### src/rtl/adder_pkg.sv
// Shared definitions for the nibble-serial adder controller.
//
// Contents:
//   NIBBLE_W - width of one adder pass, in bits.
//   state_t  - controller state encoding (IDLE, RUN, DONE).
//   clog2    - ceiling log2, never less than 1. Used to size the nibble counter.
package adder_pkg;

  localparam int NIBBLE_W = 4;

  typedef enum logic [1:0] {
    IDLE = 2'b00,
    RUN  = 2'b01,
    DONE = 2'b10
  } state_t;

  // A single-nibble configuration would otherwise produce a zero-width counter,
  // so the result is clamped to at least one bit.
  function automatic int clog2(input int value);
    int result;
    int rem;
    result = 0;
    rem    = value - 1;
    while (rem > 0) begin
      result++;
      rem = rem >>> 1;
    end
    if (result == 0) begin
      result = 1;
    end
    return result;
  endfunction

endpackage

### src/rtl/ripple_carry_adder_4bit.sv
// Four-bit ripple-carry adder. This is the single shared datapath adder that
// the serial controller time-multiplexes.
//
// Ports:
//   in_x, in_y - 4-bit addends
//   in_c       - carry-in
//   out_s      - 4-bit sum
//   out_c      - carry-out of bit 3
module Ripple_Carry_Adder_4bit (
  input  logic [3:0] in_x,
  input  logic [3:0] in_y,
  input  logic       in_c,
  output logic [3:0] out_s,
  output logic       out_c
);

  logic c1;
  logic c2;
  logic c3;

  // One full adder per bit. The carries are named explicitly so that the
  // ripple chain reads as separate nets, not as a self-referencing vector.
  always_comb begin
    out_s[0] = in_x[0] ^ in_y[0] ^ in_c;
    c1       = (in_x[0] & in_y[0]) | (in_c & (in_x[0] ^ in_y[0]));
    out_s[1] = in_x[1] ^ in_y[1] ^ c1;
    c2       = (in_x[1] & in_y[1]) | (c1 & (in_x[1] ^ in_y[1]));
    out_s[2] = in_x[2] ^ in_y[2] ^ c2;
    c3       = (in_x[2] & in_y[2]) | (c2 & (in_x[2] ^ in_y[2]));
    out_s[3] = in_x[3] ^ in_y[3] ^ c3;
    out_c    = (in_x[3] & in_y[3]) | (c3 & (in_x[3] ^ in_y[3]));
  end

endmodule

### src/rtl/nibble_serial_adder_ctrl.sv
// Nibble-serial add/subtract controller. It performs a WIDTH-bit add or
// subtract through one shared 4-bit ripple-carry adder, one nibble per clock,
// starting with the least significant nibble.
//
// Ports:
//   in_clk    - rising-edge clock
//   in_rst_n  - asynchronous active-low reset
//   in_start  - request; only taken in IDLE or DONE
//   in_sub    - 0 = x + y + in_c, 1 = x - y
//   in_x      - operand x (WIDTH bits)
//   in_y      - operand y (WIDTH bits)
//   in_c      - carry-in for add; ignored for subtract
//   out_s     - registered result; holds until the next completion
//   out_c     - carry-out of the MSB; for subtract, 1 means no borrow
//   out_v     - signed two's-complement overflow
//   out_busy  - high while an operation is in progress
//   out_done  - one-cycle pulse when out_s/out_c/out_v are updated
module nibble_serial_adder_ctrl
  import adder_pkg::*;
#(
  parameter int WIDTH = 16
) (
  input  logic             in_clk,
  input  logic             in_rst_n,
  input  logic             in_start,
  input  logic             in_sub,
  input  logic [WIDTH-1:0] in_x,
  input  logic [WIDTH-1:0] in_y,
  input  logic             in_c,
  output logic [WIDTH-1:0] out_s,
  output logic             out_c,
  output logic             out_v,
  output logic             out_busy,
  output logic             out_done
);

  localparam int NIBBLES = WIDTH / NIBBLE_W;
  localparam int CNT_W   = clog2(NIBBLES);
  localparam logic [CNT_W-1:0] LAST_IDX = CNT_W'(NIBBLES - 1);

  state_t                  state;
  state_t                  state_next;
  logic [WIDTH-1:0]        x_r;
  logic [WIDTH-1:0]        y_r;
  logic [WIDTH-NIBBLE_W-1:0] sum_sr;
  logic                    carry_r;
  logic [CNT_W-1:0]        nib_idx;
  logic                    accept;
  logic                    last_pass;
  logic [NIBBLE_W-1:0]     x_nib;
  logic [NIBBLE_W-1:0]     y_nib;
  logic [NIBBLE_W-1:0]     add_s;
  logic                    add_c;
  logic [WIDTH-1:0]        sum_full;

  assign accept    = in_start && ((state == IDLE) || (state == DONE));
  assign last_pass = (state == RUN) && (nib_idx == LAST_IDX);
  assign x_nib     = x_r[nib_idx * NIBBLE_W +: NIBBLE_W];
  assign y_nib     = y_r[nib_idx * NIBBLE_W +: NIBBLE_W];

  // The new nibble enters at the top and earlier nibbles move down. After the
  // last pass the complete result is already in LSB-first order.
  assign sum_full  = {add_s, sum_sr};

  Ripple_Carry_Adder_4bit u_adder (
    .in_x  (x_nib),
    .in_y  (y_nib),
    .in_c  (carry_r),
    .out_s (add_s),
    .out_c (add_c)
  );

  always_ff @(posedge in_clk or negedge in_rst_n) begin
    if (!in_rst_n) begin
      state <= IDLE;
    end else begin
      state <= state_next;
    end
  end

  // busy and done decode only the state register, so no input reaches an
  // output through combinational logic.
  always_comb begin
    state_next = state;
    out_busy   = 1'b0;
    out_done   = 1'b0;
    case (state)
      IDLE: begin
        if (in_start) begin
          state_next = RUN;
        end
      end
      RUN: begin
        out_busy = 1'b1;
        if (nib_idx == LAST_IDX) begin
          state_next = DONE;
        end
      end
      DONE: begin
        out_done   = 1'b1;
        state_next = in_start ? RUN : IDLE;
      end
      default: begin
        state_next = IDLE;
      end
    endcase
  end

  // Subtract is x + ~y + 1. The operand is inverted once when it is latched,
  // and the +1 is fed in as the initial carry. Overflow is then judged against
  // the effective (inverted) operand.
  always_ff @(posedge in_clk or negedge in_rst_n) begin
    if (!in_rst_n) begin
      x_r     <= '0;
      y_r     <= '0;
      sum_sr  <= '0;
      carry_r <= 1'b0;
      nib_idx <= '0;
      out_s   <= '0;
      out_c   <= 1'b0;
      out_v   <= 1'b0;
    end else if (accept) begin
      x_r     <= in_x;
      y_r     <= in_sub ? ~in_y : in_y;
      carry_r <= in_sub ? 1'b1 : in_c;
      nib_idx <= '0;
    end else if (state == RUN) begin
      sum_sr  <= sum_full[WIDTH-1:NIBBLE_W];
      carry_r <= add_c;
      if (last_pass) begin
        nib_idx <= '0;
        out_s   <= sum_full;
        out_c   <= add_c;
        out_v   <= (x_r[WIDTH-1] == y_r[WIDTH-1]) && (add_s[NIBBLE_W-1] != x_r[WIDTH-1]);
      end else begin
        nib_idx <= nib_idx + 1'b1;
      end
    end
  end

endmodule

### config.mk
export PLATFORM = sky130hd
export DESIGN_NAME = nibble_serial_adder_ctrl
export DESIGN_NICKNAME = d
export VERILOG_FILES = /design/src/rtl/adder_pkg.sv /design/src/rtl/ripple_carry_adder_4bit.sv /design/src/rtl/nibble_serial_adder_ctrl.sv
export SDC_FILE = /design/constraint.sdc
export NUM_CORES = 1
export LEC_CHECK = 0
export BUFFER_PORTS_ARGS = -buffer_cell sky130_fd_sc_hd__buf_4
export CORE_MARGIN = 1.5
export CORE_UTILIZATION = 55
export DETAILED_ROUTE_END_ITERATION = 10
export PLACE_DENSITY = 0.79
export SYNTH_ARGS = -nofsm -noshare
export SYNTH_HDL_FRONTEND = slang
export SYNTH_SLANG_ARGS = --single-unit
### constraint.sdc
create_clock -name in_clk -period 4.3 [get_ports in_clk]
set_clock_uncertainty 0.05 [all_clocks]
set_input_delay 0.43 -clock in_clk [delete_from_list [all_inputs] [get_ports in_clk]]
set_output_delay 0.43 -clock in_clk [all_outputs]
set_load 0.02 [all_outputs]
==> impl_results.md, run 1 <==
* Setup TNS at 0 ns
* CTS Buffer Depth at 2
* Slew HR at 35.9%
* Clk pin slew, worst setup/hold paths at 0.08 ns
* Hold-fix buffers, CTS at 0
* Root Driver: clkbuf_8
* Crit path DAT at 3.74 ns
* Commonest non-fill, non-tap cell in the layout: dfrtp_1
* Chip width at 77.6 um
* PwrDens at 798 nW/um^2
* Peak VDD IR at 0.367 mV
* Setup Buffers After CTS at 0
* CTS resizes at 0
* WP data required at 4.51 ns
* 1st-iter DRT viols at 117
* Num CTS Buffers at 9
* Cell count after placement at 351
* Layout area overhead at 19.6%
* Max_cap viols at 0
* Fraction of layout cells with a size suffix above 1 at 34.7%
* Worst setup SP type: flop
* Later-pin clock latency in the skew report at 0.35 ns
* Outcome: completed
* Critical path type: reg2reg
* Synthesized cell area at 3060 um^2
* Die height at 77.6 um
* Post-Syn Nets at 282
* Top cell type's share of synthesized area at 54.9%
* Port-buffer cells at 56
* Total chip power at 2.92 mW
* Row Count at 26
* Yosys warns at 0
* H-tree depth at 3
* Antenna-violating nets left at 0
* Endpoints failing hold at 0
* Commonest non-fill, non-tap cells in the layout: 67 x dfrtp_1, 56 x buf_4, 54 x nand2_1, 22 x o21ai_0, 17 x mux2_2
* Starting Density at 58.4%
* WL/cell at 14.8 um
* Drt total wl at 5.45 mm
* CP max FO at 11
* Period utilisation layout at 82.1%
* N_diodes at 0
* Post-DP HPWL at 3.71 mm
* TritonCTS clock tree: built
* Grt total ovfl at 0
* Routability congestion estimate from global placement at 0.719
* Full die area at 6010 um^2
* Antenna violations before repair at 0
* Flop and latch count out of synthesis at 67
* Clock Sinks at 67
* Sequential area share after synthesis at 54.9%
* Via count at 1918
* Number of vias per cell at 5.23
* Final max-slew violation count at 0
* Tightest Hold Check Type: in2async
* Critical path endpoint category: flop
* Wire length of the first global-routing pass at 8.83 mm
* Layout Nets at 334
* Netlist cell types at 27
* Overall routing resource usage at 19.5%
* DR pass1 iterations at 4
* Final Util at 69.8%
* Min cycle time layout at 3.53 ns
* IO Pins at 57
* Final non-filler cell total at 367
* Core outline area at 5240 um^2
* Vias in the first global route at 1866
* Max Freq at 283 MHz
* Critical Path Start: nib_idx[0]$_DFFE_PN0P_
* Synth Instances at 240
* Unrepaired setup endpoints after global routing: false
* DRC Markers at 0
* R2R Path Start: nib_idx[0]$_DFFE_PN0P_
* Most area-consuming cells after synthesis: dfrtp_1 55%, mux4_1 6.9%, nand2_1 6.6%
* Worst-Margin Slew at 0.959 ns
* Yosys top cell by area: dfrtp_1
* Final setup viols at 0
* Hold WS at 0.123 ns
* Pleak at 1.80 nW
* Syn Area/Cell at 12.7 um^2
* Largest net degree at the start of global routing at 68
[area by class of cell]
cell class / count / area, um^2
clock buffer: 10 / 138
clock inverter: 6 / 63.8
fill: 385 / 1580
inverter: 9 / 33.8
multi-input combinational: 149 / 1230
sequential: 67 / 1680
tap: 70 / 87.6
timing repair buffer: 56 / 420
[synthesized netlist by cell type]
library cell  number
mux2_2            17
o21ai_0           22
ha_1               1
clkbuf_2           1
dfrtp_1           67
nand3_1            3
a21boi_0           1
nand2_1           54
nand2b_1           1
buf_2              7
or3_1              2
nand2b_4           1
a21oi_1            1
fa_1               4
a31oi_1            1
o221ai_1           1
mux2_4            13
buf_4              1
buf_8              1
nand3b_1           1
clkbuf_1           1
xnor2_1           16
nor2b_1            1
inv_1              9
buf_6              4
mux4_1             8
nor2_1             1
[kinds of logic (layout without fill, tap and decap cells)]
logic type	count (synthesis)	after routing	synth area share, %
adder cells (fa/ha/maj)	5	5	3.03
flip-flops	67	67	54.9
XOR/XNOR	16	16	4.58
buffers and inverters	24	81	4.75
AO/OA/AOI/OAI	26	26	4.50
multiplexers	38	38	19.5
AND/OR/NAND/NOR	64	64	8.76
[worst max-delay path, stage by stage, from the launching register on]
cell and delay (ns):
dfrtp_1 0.65, mux4_1 0.65, fa_1 0.39, inv_1 0.07, fa_1 0.16, inv_1 0.05, fa_1 0.36, inv_1 0.08
fa_1 0.45, or3_1 0.34, a31oi_1 0.19
[final timing paths]
path	endpoint	slack, ns	cells after the start
setup reg to reg	out_v$_DFFE_PN0P_	0.77	10
max in group asynchronous	y_r[8]$_DFFE_PN0P_	3.52	1
setup / recovery	out_v$_DFFE_PN0P_	0.77	10
hold / removal	out_s[3]$_DFFE_PN0P_	0.12	1
min in group in_clk	x_r[9]$_DFFE_PN0P_	0.26	2
hold reg to reg	sum_sr[1]$_DFFE_PN0P_	0.43	2
[where the power goes]
group | internal [mW] | total (mW) | switching [mW] | leakage [nW]
clock | 0.283 | 0.530 | 0.247 | 0.0987
sequential | 0.942 | 1.15 | 0.209 | 0.822
combinational | 0.628 | 1.24 | 0.607 | 0.882
[metal layers]
metal	GRT usage [%]	wire, um	vias up	part of all wire [%]
li1	-	-	911	-
met1	24.9	2400	933	44
met2	31.0	2650	65	49
met3	5.65	294	9	5.4
met4	8.73	105	0	1.9
met5	0	0	-	0
[registers in the layout, indices dropped and copies added, names as in the netlist]
signal,count
out_c,1
x_r,16
out_s,16
state,2
y_r,16
sum_sr,12
out_v,1
nib_idx,2
carry_r,1
[through the flow]
step                cell area (um^2)  worst slack, ns
CTS                             3650            0.762
global route                    3650            0.636
floorplan                       3060             1.17
global placement                3450            0.925
detailed placement              3450            0.837
finish                          3650            0.771
No activity file was read; power rests on OpenSTA's default activity.
==> inputs of run 2 (changes only) <==
- CORE_UTILIZATION: 55 -> 50
- PLACE_DENSITY: 0.79 -> 0.76
- clock period: 4.3 -> 2.9 ns (I/O delays scaled with it)
==> run 2 against run 1 <==
  * Global-route usage is 0.26 points lower
  * Hold slack worse by 0.13 ns
  * The flow now finishes with violations (negative hold slack, negative setup slack)
  * Critical path depth stayed put
  * Worst setup slack worse by 0.94 ns
  * Clock-buffer cell count is 1 lower
  * Sequential power is 45% higher
  * Critical path type unchanged
  * Largest cell class unchanged
  * First-iteration DRC count is 4.3% lower
  * Register-to-register slack worse by 0.94 ns
  * Total power is 62% higher
  * Die area is 9.6% higher
  * Final cell count is 3.3% higher
  * Maximum frequency is 15% higher
==> impl_results.md, run 2 (synthesis gave the netlist of run 1 again) <==
* Outcome: finished with violations (was completed)
* Failing checks: negative hold slack, negative setup slack
* Peak VDD IR at 0.643 mV (was 0.367 mV)
* Largest registers: out_s (16), x_r (16), y_r (16) (unchanged)
* Drt total wl at 5.55 mm (was 5.45 mm)
* Root Driver: clkbuf_8 (unchanged)
* Die height at 81.2 um (was 77.6 um)
* Fillcell total at 466 (was 385)
* Final non-filler cell total at 379 (was 367)
* Post-route worst setup slack at -0.167 ns (was 0.771 ns)
* Starting Density at 51.6% (was 58.4%)
* Layout area overhead at 23.0% (was 19.6%)
* Number of vias per cell at 5.16 (was 5.23)
* Post-DP HPWL at 3.79 mm (was 3.71 mm)
* H-tree depth at 3 (unchanged)
* Critical path endpoint category: flop (unchanged)
* Later-pin clock latency in the skew report at 0.34 ns (was 0.35 ns)
* Worst setup SP type: flop (unchanged)
* Grt total ovfl at 0 (unchanged)
* Setup TNS at -0.167 ns (was 0 ns)
* WP data required at 3.12 ns (was 4.51 ns)
* DR pass1 iterations at 4 (unchanged)
* Chip width at 81.2 um (was 77.6 um)
* Final setup viols at 1 (was 0)
* WL/cell at 14.6 um (was 14.8 um)
* Unrepaired setup endpoints after global routing: true (was false)
* Slew HR at 46.3% (was 35.9%)
* Core outline area at 5920 um^2 (was 5240 um^2)
* Hold WS at -0.00794 ns (was 0.123 ns)
* Largest net degree at the start of global routing at 68 (unchanged)
* Pleak at 1.85 nW (was 1.80 nW)
* Routability congestion estimate from global placement at 0.757 (was 0.719)
* PwrDens at 1260 nW/um^2 (was 798 nW/um^2)
* Final max-slew violation count at 0 (unchanged)
* Num CTS Buffers at 9 (unchanged)
* Critical path type: reg2reg (unchanged)
* Critical path's largest stage delay at 0.54 ns (was 0.65 ns)
* Crit path DAT at 3.28 ns (was 3.74 ns)
* Tightest Hold Check Type: in2async (unchanged)
* DRC Markers at 0 (unchanged)
* Commonest non-fill, non-tap cells in the layout: 67 x dfrtp_1, 63 x buf_4, 54 x nand2_1, 20 x o21ai_0, 17 x mux2_2 (was 67 x dfrtp_1, 56 x buf_4, 54 x nand2_1, 22 x o21ai_0, 17 x mux2_2)
* Port-buffer cells at 56 (unchanged)
* Layout Nets at 341 (was 334)
* CP max FO at 4 (was 11)
* Antenna violations before repair at 0 (unchanged)
* Wire length of the first global-routing pass at 9.23 mm (was 8.83 mm)
* TritonCTS clock tree: built (unchanged)
* Max_cap viols at 0 (unchanged)
* Multi-input gate area at 1240 um^2 (was 1230 um^2)
* Fraction of layout cells with a size suffix above 1 at 39.5% (was 34.7%)
* Row Count at 28 (was 26)
* Commonest non-fill, non-tap cell in the layout: dfrtp_1 (unchanged)
* Antenna-violating nets left at 0 (unchanged)
* Register area at 1680 um^2 (unchanged)
* Worst-Margin Slew at 0.806 ns (was 0.959 ns)
* Clk pin slew, worst setup/hold paths at 0.07 ns (was 0.08 ns)
* Slowest cell on the critical path: mux4_2 (was dfrtp_1)
* CTS Buffer Depth at 2 (unchanged)
* Min cycle time layout at 3.07 ns (was 3.53 ns)
* IO Pins at 57 (unchanged)
* Cell count after placement at 362 (was 351)
* Max Freq at 326 MHz (was 283 MHz)
* Via count at 1956 (was 1918)
* Period utilisation layout at 106% (was 82.1%)
* Overall routing resource usage at 19.2% (was 19.5%)
* Final Util at 63.5% (was 69.8%)
* N_diodes at 0 (unchanged)
* Vias in the first global route at 1927 (was 1866)
* Full die area at 6590 um^2 (was 6010 um^2)
* 1st-iter DRT viols at 112 (was 117)
* Clock Sinks at 67 (unchanged)
* Endpoints failing hold at 10 (was 0)
* Critical path, cell by cell: mux4_2, fa_2, inv_2, fa_2, inv_2, fa_2, inv_2, fa_1, or3_1, a31oi_1 (was mux4_1, fa_1, inv_1, fa_1, inv_1, fa_1, inv_1, fa_1, or3_1, a31oi_1)
==> run 2: cell count changes in the layout (fill, tap and decap cells not counted), sizes merged <==
cell	before	now
inv	10	9
clkinv	2	3
clkbuf	10	9
buf	56	63
bufinv	1	3
clkinvlp	2	1
==> run 2: metrics by stage <==
step | total power, mW | cell area, um^2 | setup WS [ns]
after CTS | 4.67 | 3750 | -0.146
final | 4.72 | 3760 | -0.167
after global placement | 3.63 | 3500 | -0.0892
after floorplan | 3.04 | 3050 | -0.121
after detailed placement | 3.71 | 3500 | -0.132
after global routing | 5.07 | 3760 | -0.277
==> run 2: critical path, delay by kind of cell (launching register included) <==
kind	cells	cell delay [ns]
adder cells (fa/ha/maj)	4	1.29
buffers and inverters	3	0.16
AND/OR/NAND/NOR	1	0.37
AO/OA/AOI/OAI	1	0.16
flip-flops	1	0.42
multiplexers	1	0.54
==> run 2: final timing paths <==
kind / startpoint / endpoint / slack (ns) / cells past startpoint
hold / removal: in_rst_n / out_s[6]$_DFFE_PN0P_ / -0.008 / 1
min in group in_clk: in_x[3] / x_r[3]$_DFFE_PN0P_ / 0.12 / 2
setup / recovery: nib_idx[0]$_DFFE_PN0P_ / out_v$_DFFE_PN0P_ / -0.17 / 10
hold reg to reg: sum_sr[2]$_DFFE_PN0P_ / sum_sr[2]$_DFFE_PN0P_ / 0.42 / 2
max in group asynchronous: in_rst_n / y_r[1]$_DFFE_PN0P_ / 2.29 / 1
setup reg to reg: nib_idx[0]$_DFFE_PN0P_ / out_v$_DFFE_PN0P_ / -0.17 / 10
==> run 2: final cells by class <==
| cell class | count | share of cell area (%) |
|---|---|---|
| Tap cell | 75 | 2.50 |
| Sequential cell | 67 | 44.6 |
| Timing Repair Buffer | 63 | 12.6 |
| Inverter | 9 | 0.899 |
| Clock buffer | 9 | 3.29 |
| Multi-Input combinational cell | 149 | 33.0 |
| Clock inverter | 7 | 3.09 |
==> run 2: repair_timing <==
action / in CTS / in global routing
buffers inserted: 1 / 1
pin swaps: 0 / 5
endpoints found under the hold margin: 0 / 0
resized for setup: 1 / 8
setup endpoints to repair: 3 / 3
hold buffers: 0 / 0
==> run 2: metal layers <==
metal	vias to the layer above	routed length [um]	share of wire, %	GRT usage [%]
met5	-	0	0	0
met4	0	131	2.4	9.66
met3	11	281	5.1	4.38
met2	69	2580	47	29.3
met1	956	2550	46	25.9
li1	920	-	-	-
==> run 2: report_power, final <==
group | switching (mW) | internal, mW
Clock | 0.362 | 0.569
Combinational | 1.04 | 1.08
Sequential | 0.275 | 1.40
Total | 1.68 | 3.04
